**src/rtl/sync_fifo_if.sv**
```systemverilog
// -----------------------------------------------------------------------------
// sync_fifo_if: bundle of the producer/consumer-facing signals of sync_fifo.
//
// Signals:
//   wr           write request, w_data is pushed when accepted
//   w_data       write data (DATA_WIDTH)
//   rd           read request, pops the word currently shown on r_data
//   r_data       head word (first-word-fall-through), 0 when empty
//   empty/full   occupancy flags
//   almost_empty count <= ALMOST_EMPTY_THRESH
//   almost_full  count >= ALMOST_FULL_THRESH
//   word_count   stored words, zero-extended to ADDR_WIDTH+2 bits
//   overflow     sticky dropped-write flag (only with FIFO_ERR_FLAGS_EN)
//   underflow    sticky empty-read flag   (only with FIFO_ERR_FLAGS_EN)
//
// Handshake: wr and rd are requests, and full/empty act as the
// inverse of ready. A write is taken on a rising edge when
// wr & (~full | rd). A read is taken when rd & ~empty. Requests that are not
// taken are dropped, not held; the requester must retry.
//
// Modports: master = producer/consumer side, slave = the FIFO.
// Macro: FIFO_ERR_FLAGS_EN adds overflow/underflow.
// -----------------------------------------------------------------------------
interface sync_fifo_if #(
    parameter int DATA_WIDTH = 8,
    parameter int ADDR_WIDTH = 4
);
    logic                  wr;
    logic [DATA_WIDTH-1:0] w_data;
    logic                  rd;
    logic [DATA_WIDTH-1:0] r_data;
    logic                  empty;
    logic                  full;
    logic                  almost_empty;
    logic                  almost_full;
    logic [ADDR_WIDTH+1:0] word_count;
`ifdef FIFO_ERR_FLAGS_EN
    logic                  overflow;
    logic                  underflow;

    modport master (
        output wr, w_data, rd,
        input  r_data, empty, full, almost_empty, almost_full, word_count,
               overflow, underflow
    );
    modport slave (
        input  wr, w_data, rd,
        output r_data, empty, full, almost_empty, almost_full, word_count,
               overflow, underflow
    );
`else
    modport master (
        output wr, w_data, rd,
        input  r_data, empty, full, almost_empty, almost_full, word_count
    );
    modport slave (
        input  wr, w_data, rd,
        output r_data, empty, full, almost_empty, almost_full, word_count
    );
`endif
endinterface

```
**src/rtl/sync_fifo.sv**
```systemverilog
// -----------------------------------------------------------------------------
// sync_fifo: single-clock FIFO of 2^ADDR_WIDTH words of DATA_WIDTH bits with
// first-word-fall-through read data and occupancy flags.
//
// Ports:
//   clk    rising-edge clock
//   reset  synchronous active-high reset; clears pointers and count, and
//          discards stored data (memory array itself is not cleared)
//   fifo   sync_fifo_if.slave: wr/w_data/rd in; r_data, empty, full,
//          almost_empty, almost_full, word_count out
//          (+ overflow/underflow when FIFO_ERR_FLAGS_EN is defined)
//
// Optional feature macro: FIFO_ERR_FLAGS_EN (sticky overflow/underflow).
// -----------------------------------------------------------------------------
module sync_fifo #(
    parameter int DATA_WIDTH          = 8,
    parameter int ADDR_WIDTH          = 4,
    parameter int ALMOST_EMPTY_THRESH = 1,
    parameter int ALMOST_FULL_THRESH  = (1 << ADDR_WIDTH) - 1
) (
    input  logic       clk,
    input  logic       reset,
    sync_fifo_if.slave fifo
);
    localparam int DEPTH = 1 << ADDR_WIDTH;
    // Count needs one more bit than the pointers to represent DEPTH itself.
    localparam int CW = ADDR_WIDTH + 1;
    localparam logic [CW-1:0] DEPTH_C = CW'(DEPTH);
    localparam logic [CW-1:0] AE_C    = CW'(ALMOST_EMPTY_THRESH);
    localparam logic [CW-1:0] AF_C    = CW'(ALMOST_FULL_THRESH);

    logic [DATA_WIDTH-1:0] mem [DEPTH];
    logic [ADDR_WIDTH-1:0] wptr;
    logic [ADDR_WIDTH-1:0] rptr;
    logic [CW-1:0]         count;

    logic is_empty;
    logic is_full;
    logic wr_ok;
    logic rd_ok;

    assign is_empty = (count == '0);
    assign is_full  = (count == DEPTH_C);

    // A full FIFO still takes a write when the head is popped on the same edge.
    assign wr_ok = fifo.wr & (~is_full | fifo.rd);
    assign rd_ok = fifo.rd & ~is_empty;

    always_ff @(posedge clk) begin
        if (reset) begin
            wptr  <= '0;
            rptr  <= '0;
            count <= '0;
        end else begin
            if (wr_ok) wptr <= wptr + 1'b1;
            if (rd_ok) rptr <= rptr + 1'b1;
            case ({wr_ok, rd_ok})
                2'b10:   count <= count + 1'b1;
                2'b01:   count <= count - 1'b1;
                default: count <= count;
            endcase
        end
    end

    // Storage has no reset; a write coinciding with reset is discarded.
    always_ff @(posedge clk) begin
        if (wr_ok && !reset) mem[wptr] <= fifo.w_data;
    end

    assign fifo.r_data       = is_empty ? '0 : mem[rptr];
    assign fifo.empty        = is_empty;
    assign fifo.full         = is_full;
    assign fifo.almost_empty = (count <= AE_C);
    assign fifo.almost_full  = (count >= AF_C);
    assign fifo.word_count   = {1'b0, count};

`ifdef FIFO_ERR_FLAGS_EN
    logic overflow_q;
    logic underflow_q;

    always_ff @(posedge clk) begin
        if (reset) begin
            overflow_q  <= 1'b0;
            underflow_q <= 1'b0;
        end else begin
            if (fifo.wr && is_full && !fifo.rd) overflow_q  <= 1'b1;
            if (fifo.rd && is_empty)            underflow_q <= 1'b1;
        end
    end

    assign fifo.overflow  = overflow_q;
    assign fifo.underflow = underflow_q;
`endif
endmodule

```
**src/flat_wrapper.sv**
```systemverilog
// flat-port wrapper written by rule: the top's interface ports become plain ports
module sync_fifo_flat 
#(
    parameter int DATA_WIDTH          = 8,
    parameter int ADDR_WIDTH          = 4,
    parameter int ALMOST_EMPTY_THRESH = 1,
    parameter int ALMOST_FULL_THRESH  = (1 << ADDR_WIDTH) - 1
)
  (clk, reset, fifo_wr, fifo_w_data, fifo_rd, fifo_r_data, fifo_empty, fifo_full, fifo_almost_empty, fifo_almost_full, fifo_word_count);
  sync_fifo_if #(.DATA_WIDTH(DATA_WIDTH), .ADDR_WIDTH(ADDR_WIDTH)) fifo_i ();
  input  logic clk;
  input  logic reset;
  input wire logic [$bits(fifo_i.wr)-1:0] fifo_wr;
  input wire logic [$bits(fifo_i.w_data)-1:0] fifo_w_data;
  input wire logic [$bits(fifo_i.rd)-1:0] fifo_rd;
  output wire logic [$bits(fifo_i.r_data)-1:0] fifo_r_data;
  output wire logic [$bits(fifo_i.empty)-1:0] fifo_empty;
  output wire logic [$bits(fifo_i.full)-1:0] fifo_full;
  output wire logic [$bits(fifo_i.almost_empty)-1:0] fifo_almost_empty;
  output wire logic [$bits(fifo_i.almost_full)-1:0] fifo_almost_full;
  output wire logic [$bits(fifo_i.word_count)-1:0] fifo_word_count;
  assign fifo_i.wr = fifo_wr;
  assign fifo_i.w_data = fifo_w_data;
  assign fifo_i.rd = fifo_rd;
  assign fifo_r_data = fifo_i.r_data;
  assign fifo_empty = fifo_i.empty;
  assign fifo_full = fifo_i.full;
  assign fifo_almost_empty = fifo_i.almost_empty;
  assign fifo_almost_full = fifo_i.almost_full;
  assign fifo_word_count = fifo_i.word_count;
  sync_fifo #(.DATA_WIDTH(DATA_WIDTH), .ADDR_WIDTH(ADDR_WIDTH), .ALMOST_EMPTY_THRESH(ALMOST_EMPTY_THRESH), .ALMOST_FULL_THRESH(ALMOST_FULL_THRESH)) u_core (.clk(clk), .reset(reset), .fifo(fifo_i));
endmodule
```
**config.mk**
```make
export PLATFORM = sky130hd
export DESIGN_NAME = sync_fifo_flat
export DESIGN_NICKNAME = d
export VERILOG_FILES = /design/src/rtl/sync_fifo_if.sv /design/src/rtl/sync_fifo.sv /design/src/flat_wrapper.sv
export SDC_FILE = /design/constraint.sdc
export NUM_CORES = 1
export LEC_CHECK = 0
export CAP_MARGIN = 30
export CORE_ASPECT_RATIO = 0.75
export CORE_MARGIN = 3
export CORE_UTILIZATION = 55
export CTS_BUF_LIST = sky130_fd_sc_hd__clkbuf_2 sky130_fd_sc_hd__clkbuf_4 sky130_fd_sc_hd__clkbuf_8
export CTS_CLUSTER_DIAMETER = 80
export DETAILED_ROUTE_END_ITERATION = 12
export PLACE_DENSITY_LB_ADDON = 0.15
export SLEW_MARGIN = 20
export SYNTH_ARGS = -nofsm -noshare
export SYNTH_HDL_FRONTEND = slang
export SYNTH_SLANG_ARGS = --single-unit
```
**constraint.sdc**
```tcl
create_clock -name clk -period 2.2 [get_ports clk]
set_input_delay 0.66 -clock clk [delete_from_list [all_inputs] [get_ports clk]]
set_output_delay 0.66 -clock clk [all_outputs]
set_load 0.05 [all_outputs]
```
**Word level (Yosys, flattened, before mapping)**

Memory sizes are Yosys's and may differ from the RTL's. A register that Yosys moved wholly into a read port is not among the register bits.
Cells that the tools add are included.

- Register bits: 13
- Bits in writable memories: 128
- Bits of input ports: 12
- Output and inout bits: 18
- Logic and storage cells: 28
- Memories kept: 1

- Add/subtract/negate cells: 4
- Order comparisons: 2
- Equal/unequal tests: 3
- Multiplexer cells: 6
- Bitwise gates (word level): 5
- Reduce and logical (&&, ||, !) cells: 4

Memories:

| name | words | bits a word | rd ports | clocked after memory_dff | write ports | line | RTL |
|---|---|---|---|---|---|---|---|
| u_core.mem | 16 | 8 | 1 | 1 | 1 | sync_fifo.sv:32 | `logic [DATA_WIDTH-1:0] mem [DEPTH];` |

Operator list:

| cell | number |
|---|---|
| one-hot mux 5 bit (2 select lines) | 1 |
| adder 4 x 1 -> 4 bit, second input constant | 2 |
| 2-to-1 mux 4 bit | 2 |
| 2-to-1 mux 8 bit | 1 |
| adder 5 x 1 -> 5 bit, second input constant | 1 |
| equality test 5 bit, second input constant | 1 |
| >= comparator 5 x 4 -> 1 bit, second input constant | 1 |
| <= comparator 5 x 1 -> 1 bit, second input constant | 1 |
| logical NOT 5 bit | 1 |
| subtractor 5 x 1 -> 5 bit, second input constant | 1 |
| bitwise AND 1 bit | 2 |
| equality test 2 x 1 -> 1 bit, second input constant | 1 |
| equality test 2 bit, second input constant | 1 |
| 2-to-1 mux 1 bit | 2 |
| NOT 1 bit | 2 |
| nonzero test 2 bit | 1 |
| logical AND 1 bit | 1 |
| logical NOT 1 bit | 1 |
| OR 1 bit | 1 |

**Longest topological paths before layout**

- Word-level depth: 7
- Mapped depth: 11
- Mapped depth without buffers: 10

**Worst setup path before layout**

No wires, ideal clock.

- Path type: register to output
- From: register u_core.count[0]
- To: output port fifo_r_data[0]
- Arrival: 2.436 ns
- Required time: 1.540 ns
- Path slack: -0.896 ns
- Cell stages (with the launch flop): 7
- Buffers on the path: 1
- Cells stage by stage: dfxtp_1 inv_1 ha_1 or4b_1 clkbuf_1 o21ai_0 a21oi_1

- Cells in the longest elaborated chain, start to end: 2

Ends and longest elaborated chain:

| item | line | RTL |
|---|---|---|
| start: declaration | sync_fifo.sv:35 | `logic [CW-1:0] count;` |
| start signal: assignment | sync_fifo.sv:58 | `2'b10: count <= count + 1'b1;` |
| start signal: assignment | sync_fifo.sv:59 | `2'b01: count <= count - 1'b1;` |
| start signal: assignment | sync_fifo.sv:60 | `default: count <= count;` |
| logical NOT 5 bit | sync_fifo.sv:42 | `assign is_empty = (count == '0);` |
| 2-to-1 mux 8 bit | sync_fifo.sv:70 | `assign fifo.r_data = is_empty ? '0 : mem[rptr];` |
| end: declaration | flat_wrapper.sv:16 | `output wire logic [$bits(fifo_i.r_data)-1:0] fifo_r_data;` |

Every way passes these cells.

==> key figures <==
Status
  • Status: complete, but fails checks
  • Failing checks: negative setup slack

Flow run
  • Max cap viols: 0

Power
  • Int Pwr: 5.833 mW
  • Net Sw Power: between 2 and 3 mW
  • Sequential power share: a little under two fifths
  • Lkg Pwr: around 2.5 nW
  • PwrDens: ~1100 mW/mm^2
  • Max VDD drop: around 1.1 mV
  • Switching Fraction: 32.08%
  • Clock power share: 26.0%
  • Comb power frac: between 30% and 40%

Final layout
  • Fill cells: around 630
  • Commonest non-fill, non-tap cells in the layout: 128 x edfxtp_1, 48 x buf_4, 32 x mux4_2
  • Antenna diodes: 0
  • Share of cells above drive strength 1: a little under half
  • Area growth from synthesis to final layout: 27.23%
  • Commonest non-fill, non-tap cell in the layout: edfxtp_1
  • Final nets: roughly 430

STA
  • Final setup margin: -0.6078 ns
  • Fin crit period: ~2.8 ns
  • # setup viols final: 12
  • Hold_ws: 0.5285 ns
  • Final Cycle Share: 127.6%
  • Worst slew pin tran: approximately 0.59 ns
  • Slew HR: 60.27%
  • Final hold vios: 0
  • F_max: about 360 MHz
  • Layout Skew: 0.01343 ns
  • RSZ-0062 raised after global routing: true
  • Final setup TNS: -5.270 ns
  • Fin. max-slew vios: 0

Die
  • Die area: about 0.012 sq mm
  • Chip width: ~130 um
  • CORE AREA: around 0.010 sq mm
  • IO Count: 30
  • Site Rows: 32
  • Initial Util: 56.98%
  • Die height: 95.94 um

Global routing
  • Initial antenna violation count: 0
  • Global route overflow: 0
  • Overall Global Routing Usage: roughly 22%
  • First-pass GRT wire length: roughly 20000 um
  • Pin count of the biggest net entering global routing: 20
  • Vias in the first global route: about 3.5k

Critical path
  • Crit path launch type: register
  • Critical path endpoint category: output pin
  • Crit path kind: reg2out
  • Max Fanout on Critical Path: 8
  • Critical Path AT: 2.15 ns
  • Worst endpoint required time: between 1.5 and 2 ns

Yosys
  • Yosys warns: 0
  • Cell area after synthesis: between 0.005 and 0.006 sq mm
  • Post-synth cell types: 38
  • Ys async rst share: 0%
  • Post-synthesis instance total: roughly 330
  • Sequential area share after synthesis: 70.53%
  • Syn_nets: 349
  • Primary FF master, synth: edfxtp_1
  • EDFF count, synth: around 130
  • Syn Area/Cell: between 15 and 20 sq um
  • Flops & latches, synth: around 150

Detailed routing
  • Routed Antenna Nets: 0
  • Drt via density: roughly 5.7
  • DR vias: roughly 3.2k
  • Drt total wl: roughly 12000 um
  • Post-DR wirelength/cell: around 22 um
  • Number of remaining DRC errors: 0
  • Iteration-0 DRC Markers: around 320
  • Drt pass-1 iters: 4

CTS
  • Clk buf depth: 2
  • Clock sinks: around 150
  • CTS tree: yes
  • Clock-pin slew on the worst setup and hold paths: 0.08 ns
  • Worst-skew pair later-pin latency: approximately 0.45 ns
  • Total CTS buffers: 17
  • Clock root cell: clkbuf_8
  • H-tree depth: 4
  • Hold Buf Count CTS: 0

Worst hold path
  • Worst hold path type: reg2reg

Placed design
  • Port Buffers: 28
  • Dpl hpwl: just under 8000 um
  • Routability cong.: 0.7644
-- area by class of cell --
| cell class | instances | area [sq um] | share of cell area (%) |
|---|---|---|---|
| sequential | 145 | 4203 | 55.69 |
| inverter | 9 | 45.04 | 0.5968 |
| clock inverter | 14 | 188.9 | 2.503 |
| timing repair buffer | 83 | 819.5 | 10.86 |
| tap | 136 | 170.2 | 2.255 |
| clock buffer | 18 | 241.5 | 3.200 |
| multi-input combinational | 155 | 1879 | 24.90 |
-- stage by stage --
step | std cells | setup slack, ns | area, sq um | utilization [%] | total power, mW
after floorplan | 326 | -0.03770 | 6187 | - | 5.233
after global placement | 519 | -0.2292 | 6899 | 66.27 | 6.059
after detailed placement | 519 | -0.2753 | 6899 | 66.27 | 6.114
after CTS | 557 | -0.6559 | 7497 | 72.02 | 8.582
after global routing | 560 | -0.6812 | 7547 | 72.50 | 8.955
final | 560 | -0.6078 | 7547 | 72.50 | 8.588
-- state kept, by name, indices dropped and copies added (netlist names), named ones only --
register	cells
u_core.mem	128
u_core.count	5
u_core.rptr	4
u_core.wptr	4
-- worst max-delay path, cell delays in order (launching register included) --
cell and delay, ns:
dfxtp_4 0.39, buf_12 0.14, mux4_2 0.52, mux2_4 0.29
o21ai_4 0.16, a21oi_4 0.04, buf_6 0.16
-- kinds of logic after synthesis --
logic type | after synthesis | synth area share [%]
and+or+nand+nor | 57 | 4.577
DFF | 145 | 70.53
other | 1 | 0.06322
muxes | 50 | 16.20
AOI/OAI and AO/OA | 28 | 2.573
adders and majority gates | 11 | 2.320
buffers and inverters | 26 | 2.552
xor gates and xnor gates | 8 | 1.181
-- path summary, 6_finish.rpt --
| path | slack (ns) | startpoint | endpoint | cells past startpoint |
|---|---|---|---|---|
| max | -0.61 | register | fifo_r_data[1] | 6 |
| min | 0.53 | u_core.rptr[1] | register | 2 |
| max reg2reg | -0.05 | u_core.count[1] | u_core.count[2] | 11 |
| min reg2reg | 0.53 | u_core.rptr[1] | register | 2 |
-- Yosys cell counts (all sizes together), types with 3 or more instances --
cell,n,share of area (%)
dfxtp,17,5.7
nor2,29,1.8
edfxtp,128,65
nand2,10,0.63
clkbuf,5,0.32
ha,11,2.3
inv,9,0.57
mux2,9,1.7
mux2i,9,1.5
a21oi,13,1.1
buf,12,1.7
o21ai,9,0.76
xor2,6,0.89
mux4,32,13
nand3,3,0.25
-- repair_timing --
| action | in CTS | in global routing |
|---|---|---|
| pin swaps | 9 | 9 |
| setup endpoints to repair | 12 | 15 |
| cloned | 0 | 0 |
| setup buffers | 6 | 4 |
| gates resized for setup | 30 | 13 |
-- layer usage --
metal	track usage, %	routed length [um]
met5	0	0
met1	31.64	5552
met2	34.42	5878
met4	7.679	74
met3	5.380	678
-- power groups by stage --
stage                     registers [mW]  logic (mW)  clock network [mW]
after floorplan                     3.29        1.94                   0
after global placement              3.20        2.86                   0
after detailed placement            3.20        2.91                   0
after CTS                           3.15        3.16                2.28
after global routing                3.16        3.39                2.41
final                               3.15        3.20                2.23
Note: power is estimated with default switching activity, not from simulation.
